<file path="config.mk">
export PLATFORM = sky130hd
export DESIGN_NAME = router_input_deserializer_flat
export DESIGN_NICKNAME = d
export VERILOG_FILES = /design/src/rtl/router_pkg.sv /design/src/rtl/router_input_deserializer_if.sv /design/src/rtl/router_byte_fifo.sv /design/src/rtl/router_input_deserializer.sv /design/src/flat_wrapper.sv
export SDC_FILE = /design/constraint.sdc
export NUM_CORES = 1
export LEC_CHECK = 0
export BUFFER_PORTS_ARGS = -buffer_cell sky130_fd_sc_hd__buf_2
export CAP_MARGIN = 20
export CORE_UTILIZATION = 45
export CTS_CLUSTER_SIZE = 25
export DETAILED_ROUTE_END_ITERATION = 8
export HOLD_SLACK_MARGIN = 0.15
export PLACE_DENSITY = 0.71
export SLEW_MARGIN = 25
export SYNTH_ARGS = -nofsm -noshare
export SYNTH_HDL_FRONTEND = slang
export SYNTH_SLANG_ARGS = --single-unit
</file>
<file path="constraint.sdc">
create_clock -name clk -period 3.24 [get_ports clk]
set_input_delay 0 -clock clk [delete_from_list [all_inputs] [get_ports clk]]
set_output_delay 0 -clock clk [all_outputs]
set_load 0.05 [all_outputs]
</file>
<file path="src/rtl/router_pkg.sv">
// Shared widths, FSM state type and FIFO entry layout for the router ingress path.
package router_pkg;

   localparam int ADDR_W = 4;
   localparam int BYTE_W = 8;

   typedef enum logic [1:0] {
      IDLE,
      ADDR,
      PAD,
      DATA
   } rx_state_e;

   typedef struct packed {
      logic [ADDR_W-1:0] addr;
      logic [BYTE_W-1:0] data;
      logic              last;
      logic              err;
   } rx_entry_t;

endpackage

</file>
<file path="src/rtl/router_input_deserializer_if.sv">
// Byte-stream handshake from the ingress deserializer toward the switching core.
interface router_input_deserializer_if;
   import router_pkg::*;

   logic [ADDR_W-1:0] out_addr;
   logic [BYTE_W-1:0] out_data;
   logic              out_last;
   logic              out_err;
   logic              out_valid;
   logic              out_ready;

   modport master (
      output out_addr, out_data, out_last, out_err, out_valid,
      input  out_ready
   );

   modport slave (
      input  out_addr, out_data, out_last, out_err, out_valid,
      output out_ready
   );

endinterface

</file>
<file path="src/rtl/router_byte_fifo.sv">
// Synchronous show-ahead FIFO of rx_entry_t; simultaneous push/pop allowed at any fill level.
module router_byte_fifo
   import router_pkg::*;
#(
   parameter int DEPTH = 8
) (
   input  logic                   clk,
   input  logic                   reset,
   input  logic                   wr_en,
   input  rx_entry_t              wr_entry,
   input  logic                   rd_en,
   output rx_entry_t              rd_entry,
   output logic                   empty,
   output logic [$clog2(DEPTH):0] count
);

   localparam int PTR_W = $clog2(DEPTH);
   localparam int CNT_W = PTR_W + 1;

   rx_entry_t        mem [DEPTH];
   logic [PTR_W-1:0] wr_ptr;
   logic [PTR_W-1:0] rd_ptr;
   logic             full;
   logic             do_wr;
   logic             do_rd;

   always_comb begin
      empty    = (count == '0);
      full     = (count == CNT_W'(DEPTH));
      do_rd    = rd_en & ~empty;
      do_wr    = wr_en & (~full | do_rd);
      rd_entry = mem[rd_ptr];
   end

   always_ff @(posedge clk) begin
      if (reset) begin
         wr_ptr <= '0;
         rd_ptr <= '0;
         count  <= '0;
      end else begin
         if (do_wr) wr_ptr <= wr_ptr + PTR_W'(1);
         if (do_rd) rd_ptr <= rd_ptr + PTR_W'(1);
         case ({do_wr, do_rd})
            2'b10:   count <= count + CNT_W'(1);
            2'b01:   count <= count - CNT_W'(1);
            default: count <= count;
         endcase
      end
   end

   always_ff @(posedge clk) begin
      if (do_wr) mem[wr_ptr] <= wr_entry;
   end

endmodule

</file>
<file path="src/rtl/router_input_deserializer.sv">
// Per-port ingress: decodes the bit-serial frame, assembles LSB-first bytes and queues
// them with address/last/err tags toward the switching core.
module router_input_deserializer
   import router_pkg::*;
#(
   parameter int DEPTH      = 8,
   parameter int PAD_CYCLES = 5
) (
   input  logic                        clk,
   input  logic                        reset,
   input  logic                        din,
   input  logic                        frame_n,
   input  logic                        valid_n,
   router_input_deserializer_if.master rx,
   output logic                        busy,
   output logic                        err_protocol,
   output logic                        err_overflow
);

   localparam int CNT_W = $clog2(DEPTH) + 1;
   localparam int BIT_W = $clog2(BYTE_W);

   rx_state_e         state_q, state_n;
   logic [ADDR_W-1:0] addr_q, addr_n;
   logic [BYTE_W-1:0] sh_q, sh_n;
   logic [BIT_W-1:0]  bit_q, bit_n;
   logic [7:0]        ph_q, ph_n;
   logic              drop_q, drop_n;
   logic              wr_q, wr_n;
   rx_entry_t         wre_q, wre_n;
   logic              perr_n, oerr_n;

   logic [CNT_W-1:0]  count;
   logic [CNT_W-1:0]  occ;
   logic              empty;
   rx_entry_t         head;
   rx_entry_t         out_e;
   logic [BYTE_W-1:0] byte_nxt;

   // The registered write is not yet in count, so fill checks include it.
   always_comb begin
      occ      = count + CNT_W'(wr_q);
      byte_nxt = sh_q | (BYTE_W'(din) << bit_q);
   end

   always_comb begin
      state_n = state_q;
      addr_n  = addr_q;
      sh_n    = sh_q;
      bit_n   = bit_q;
      ph_n    = ph_q;
      drop_n  = drop_q;
      wr_n    = 1'b0;
      wre_n   = '0;
      perr_n  = 1'b0;
      oerr_n  = 1'b0;

      case (state_q)
         IDLE: begin
            if (!frame_n) begin
               state_n = ADDR;
               addr_n  = {din, addr_q[ADDR_W-1:1]};
               ph_n    = '0;
               sh_n    = '0;
               bit_n   = '0;
               drop_n  = 1'b0;
            end
         end

         ADDR: begin
            if (frame_n) begin
               perr_n  = 1'b1;
               state_n = IDLE;
            end else begin
               addr_n = {din, addr_q[ADDR_W-1:1]};
               if (ph_q == 8'(ADDR_W - 2)) begin
                  ph_n    = '0;
                  state_n = (PAD_CYCLES == 0) ? DATA : PAD;
               end else begin
                  ph_n = ph_q + 8'd1;
               end
            end
         end

         PAD: begin
            if (frame_n) begin
               perr_n  = 1'b1;
               state_n = IDLE;
            end else if (ph_q == 8'(PAD_CYCLES - 1)) begin
               state_n = DATA;
            end else begin
               ph_n = ph_q + 8'd1;
            end
         end

         DATA: begin
            if (!valid_n) begin
               if (frame_n) begin
                  state_n = IDLE;
                  if (occ < CNT_W'(DEPTH)) begin
                     wr_n       = 1'b1;
                     wre_n.addr = addr_q;
                     wre_n.data = byte_nxt;
                     wre_n.last = 1'b1;
                     wre_n.err  = (bit_q != '1) | drop_q;
                  end else if (!drop_q) begin
                     oerr_n = 1'b1;
                  end
               end else begin
                  bit_n = bit_q + BIT_W'(1);
                  if (bit_q == '1) begin
                     sh_n = '0;
                     // One slot is held back so a packet with stored bytes can always terminate.
                     if (!drop_q) begin
                        if (occ < CNT_W'(DEPTH - 1)) begin
                           wr_n       = 1'b1;
                           wre_n.addr = addr_q;
                           wre_n.data = byte_nxt;
                        end else begin
                           oerr_n = 1'b1;
                           drop_n = 1'b1;
                        end
                     end
                  end else begin
                     sh_n = byte_nxt;
                  end
               end
            end
         end

         default: state_n = IDLE;
      endcase
   end

   always_ff @(posedge clk) begin
      if (reset) begin
         state_q      <= IDLE;
         addr_q       <= '0;
         sh_q         <= '0;
         bit_q        <= '0;
         ph_q         <= '0;
         drop_q       <= 1'b0;
         wr_q         <= 1'b0;
         wre_q        <= '0;
         err_protocol <= 1'b0;
         err_overflow <= 1'b0;
      end else begin
         state_q      <= state_n;
         addr_q       <= addr_n;
         sh_q         <= sh_n;
         bit_q        <= bit_n;
         ph_q         <= ph_n;
         drop_q       <= drop_n;
         wr_q         <= wr_n;
         wre_q        <= wre_n;
         err_protocol <= perr_n;
         err_overflow <= oerr_n;
      end
   end

   router_byte_fifo #(
      .DEPTH (DEPTH)
   ) u_fifo (
      .clk      (clk),
      .reset    (reset),
      .wr_en    (wr_q),
      .wr_entry (wre_q),
      .rd_en    (rx.out_ready),
      .rd_entry (head),
      .empty    (empty),
      .count    (count)
   );

   always_comb begin
      busy         = (state_q != IDLE);
      out_e        = empty ? '0 : head;
      rx.out_valid = ~empty;
      rx.out_addr  = out_e.addr;
      rx.out_data  = out_e.data;
      rx.out_last  = out_e.last;
      rx.out_err   = out_e.err;
   end

endmodule

</file>
<file path="src/flat_wrapper.sv">
// flat-port wrapper written by rule: the top's interface ports become plain ports
module router_input_deserializer_flat import router_pkg::*;
#(
   parameter int DEPTH      = 8,
   parameter int PAD_CYCLES = 5
)
  (clk, reset, din, frame_n, valid_n, busy, err_protocol, err_overflow, rx_out_addr, rx_out_data, rx_out_last, rx_out_err, rx_out_valid, rx_out_ready);
  router_input_deserializer_if rx_i ();
  input  logic clk;
  input  logic reset;
  input  logic din;
  input  logic frame_n;
  input  logic valid_n;
  output logic busy;
  output logic err_protocol;
  output logic err_overflow;
  output wire logic [$bits(rx_i.out_addr)-1:0] rx_out_addr;
  output wire logic [$bits(rx_i.out_data)-1:0] rx_out_data;
  output wire logic [$bits(rx_i.out_last)-1:0] rx_out_last;
  output wire logic [$bits(rx_i.out_err)-1:0] rx_out_err;
  output wire logic [$bits(rx_i.out_valid)-1:0] rx_out_valid;
  input wire logic [$bits(rx_i.out_ready)-1:0] rx_out_ready;
  assign rx_out_addr = rx_i.out_addr;
  assign rx_out_data = rx_i.out_data;
  assign rx_out_last = rx_i.out_last;
  assign rx_out_err = rx_i.out_err;
  assign rx_out_valid = rx_i.out_valid;
  assign rx_i.out_ready = rx_out_ready;
  router_input_deserializer #(.DEPTH(DEPTH), .PAD_CYCLES(PAD_CYCLES)) u_core (.clk(clk), .reset(reset), .din(din), .frame_n(frame_n), .valid_n(valid_n), .rx(rx_i), .busy(busy), .err_protocol(err_protocol), .err_overflow(err_overflow));
endmodule
</file>
==> flow_summary.toml <==
[route]
ant_nets = 0
drt-pass1-iter-count = 6
wl_per_cell_um = 17.8
routed_wl_um = 12700
num_vias = 3875
drc_errors = 0
viasPerCell = 5.43
drtIter0Drc = 255

[floorplanning]
die_x_um = 125
coreArea_um2 = 14700
die_area_um2 = 15700
initial_core_util = 0.466
die_h_um = 125
io_pins = 24
num_rows = 44

[clock_tree]
cts_resized = 0
clockBufferDepth = 2
cts_tree = "done"
clkLatencyLatePin_ns = 0.42
clkSlewWorstSetupHoldPaths_ns = 0.06
cts_buffers = 17
htreeDepth = 4
clockRootBuffer = "clkbuf_16"
cts.sink_count = 168

[final_layout]
fin_nets = 538
area_growth_pct = 14.0
n_fill_cell = 1188
register_area_um2 = 4490
diodes = 0
drive_gt1_frac = 0.210
multi_input_comb_area_um2 = 2210

[timing]
clock_skew_ns = 0.0164
rsz0062_at_grt = "false"
holdWs_ns = 0.429
hold_violations = 0
tightest_slew_ns = 0.991
post-route-period-util = 0.736
slew_viol_final = 0
slew_headroom = 0.338
fmax_mhz = 419
fin_crit_ns = 2.38
setup_violations = 0
fin_setup_tns_ns = 0

[placed_design]
dp_hpwl_um = 8170
portBuffers = 23
gp_congestion = 0.773

[logic_synthesis]
post-synth-top-area-cell = "edfxtp_1"
ys_seq_elements = 168
yosys_warnings = 0
synth_edf_count = 112
async_flop_share = 0
ys_seq_area_frac = 0.655
yosysTopAreaCellShare = 0.491
syn_inst = 474
synth_area_um2 = 6840
synth_cell_types = 52
ys.flop_type = "edfxtp_1"
synth_nets = 496
syn_avg_cell_area_um2 = 14.4
synth_most_common_cell = "edfxtp_1"
synth.top_cells.by_area = "edfxtp_1, dfxtp_1, mux4_2"
synth_commonest_cells = "edfxtp_1, nor2_1, dfxtp_1"

[global_routing]
grt_pass1_wl_um = 20700
track_usage = 0.176
grt_overflow = 0
antenna_found_initial = 0
grt_pass1_vias = 4100
grt_max_degree = 36

[worst_setup_path]
timing_worst_setup_path_type = "reg -> reg"
slowest_delay_ns = 0.54
startpoint_type = "register"
path_cells = "o41ai_2 -> nor2_2 -> ha_1 -> a211oi_1 -> o21bai_1 -> nor4b_1 -> a31oi_1 -> a31oi_1"
critPathMaxFanout = 7
critPathRequiredTime_ns = 3.57
crit_top_cell = "a31oi_1"
critical_path.slowest_cell = "o41ai_2"
arrival_ns = 2.71
end_kind = "register"

[power]
power_leakage_uw = 0.00271
power_density_nw_per_um2 = 698
ir_worst_vdd_v = 0.000307

[outcome]
status = "finished clean"

[worst_hold_path]
hp-class = "reg -> reg"

[job]
drv_cap = 0
## worst max-delay path, delay by kind of cell, from the launching register on
family / cells / cell delay [ns]
compound gates: 5 / 1.22
flops: 1 / 0.39
simple gates: 2 / 0.38
fa+ha+maj: 1 / 0.32
## cell families after synthesis
| group | after synthesis | synth area share |
|---|---|---|
| flip-flops | 168 | 0.655 |
| AND/OR/NAND/NOR | 132 | 0.0918 |
| AO/OA/AOI/OAI | 59 | 0.0625 |
| multiplexers | 48 | 0.122 |
| buffers and inverters | 39 | 0.0232 |
| adder cells (fa/ha/maj) | 16 | 0.0303 |
| XOR/XNOR | 12 | 0.0154 |
## per-stage QoR
step | instances | setup slack, ns | instance area (µm²) | utilization | power (µW)
6_report | 713 | 0.855 | 7800 | 0.531 | 5450
5_1_grt | 713 | 0.579 | 7800 | 0.531 | 5690
4_1_cts | 713 | 0.842 | 7800 | 0.531 | 5510
3_5_place_dp | 674 | 0.853 | 7210 | 0.490 | 3710
3_3_place_gp | 674 | 0.934 | 7210 | 0.490 | 3690
2_1_floorplan | 474 | 0.813 | 6840 | - | 3450
## routing by layer
metal  routed length [µm]  global-route usage  up-vias
met1                 5290               0.202     1915
li1                     -                   -     1863
met3                  522              0.0398       11
met4                  142              0.0753        0
met2                 6700               0.315       86
met5                    0                   0        -
## where the power goes
part	leakage (µW)	internal, µW	total [µW]	switching [µW]
sequential	0.00152	2300	2340	43.7
clock	0.000258	984	1800	813
combinational	0.000926	491	1310	820
## state kept, by name, summed over array words and instances (netlist names), named ones only
register              count
u_core.err_protocol       1
u_core.u_fifo.mem       112
u_core.err_overflow       1
u_core.addr_q             4
u_core.wre_q             14
u_core.bit_q              3
u_core.state_q            2
u_core.ph_q               8
u_core.drop_q             1
u_core.u_fifo.wr_ptr      3
u_core.u_fifo.rd_ptr      3
u_core.u_fifo.count       4
u_core.sh_q               8
u_core.wr_q               1
## placed cells by master, fill, tap and decap left out, types with 9 or more instances in the layout
cell / synthesis / final
edfxtp_1: 112 / 112
xor2_1: 9 / 9
clkbuf_16: 0 / 17
nand2_1: 13 / 13
buf_4: 2 / 12
mux2i_1: 19 / 19
inv_1: 17 / 17
buf_2: 4 / 23
ha_1: 15 / 15
nor2_1: 73 / 73
a22oi_1: 9 / 9
mux4_2: 28 / 28
dfxtp_1: 56 / 55
a21oi_1: 10 / 10
## worst paths after layout
path                                             start                endpoint  slack (ns)  cells past startpoint
worst max-delay path            u_core.u_fifo.count[3]  u_core.u_fifo.count[3]        0.86                      8
worst min-delay path                  u_core.addr_q[0]        u_core.wre_q[10]        0.43                      2
worst max register to register  u_core.u_fifo.count[3]  u_core.u_fifo.count[3]        0.86                      8
worst min register to register        u_core.addr_q[0]        u_core.wre_q[10]        0.43                      2
## cell type report
class,instances,area share
inverters,20,0.00962
well taps,184,0.0295
flip-flops and latches,168,0.575
repair buffers,42,0.0353
clock inverters,14,0.0125
multi-input cells,267,0.283
clock buffers,18,0.0550
## timing repair
action / 4_1_cts / 5_1_grt
setup buffers: 0 / 0
hold buffers: 7 / 0
endpoints found under the hold margin: 41 / 0
Power figures use the tool's default switching activity.
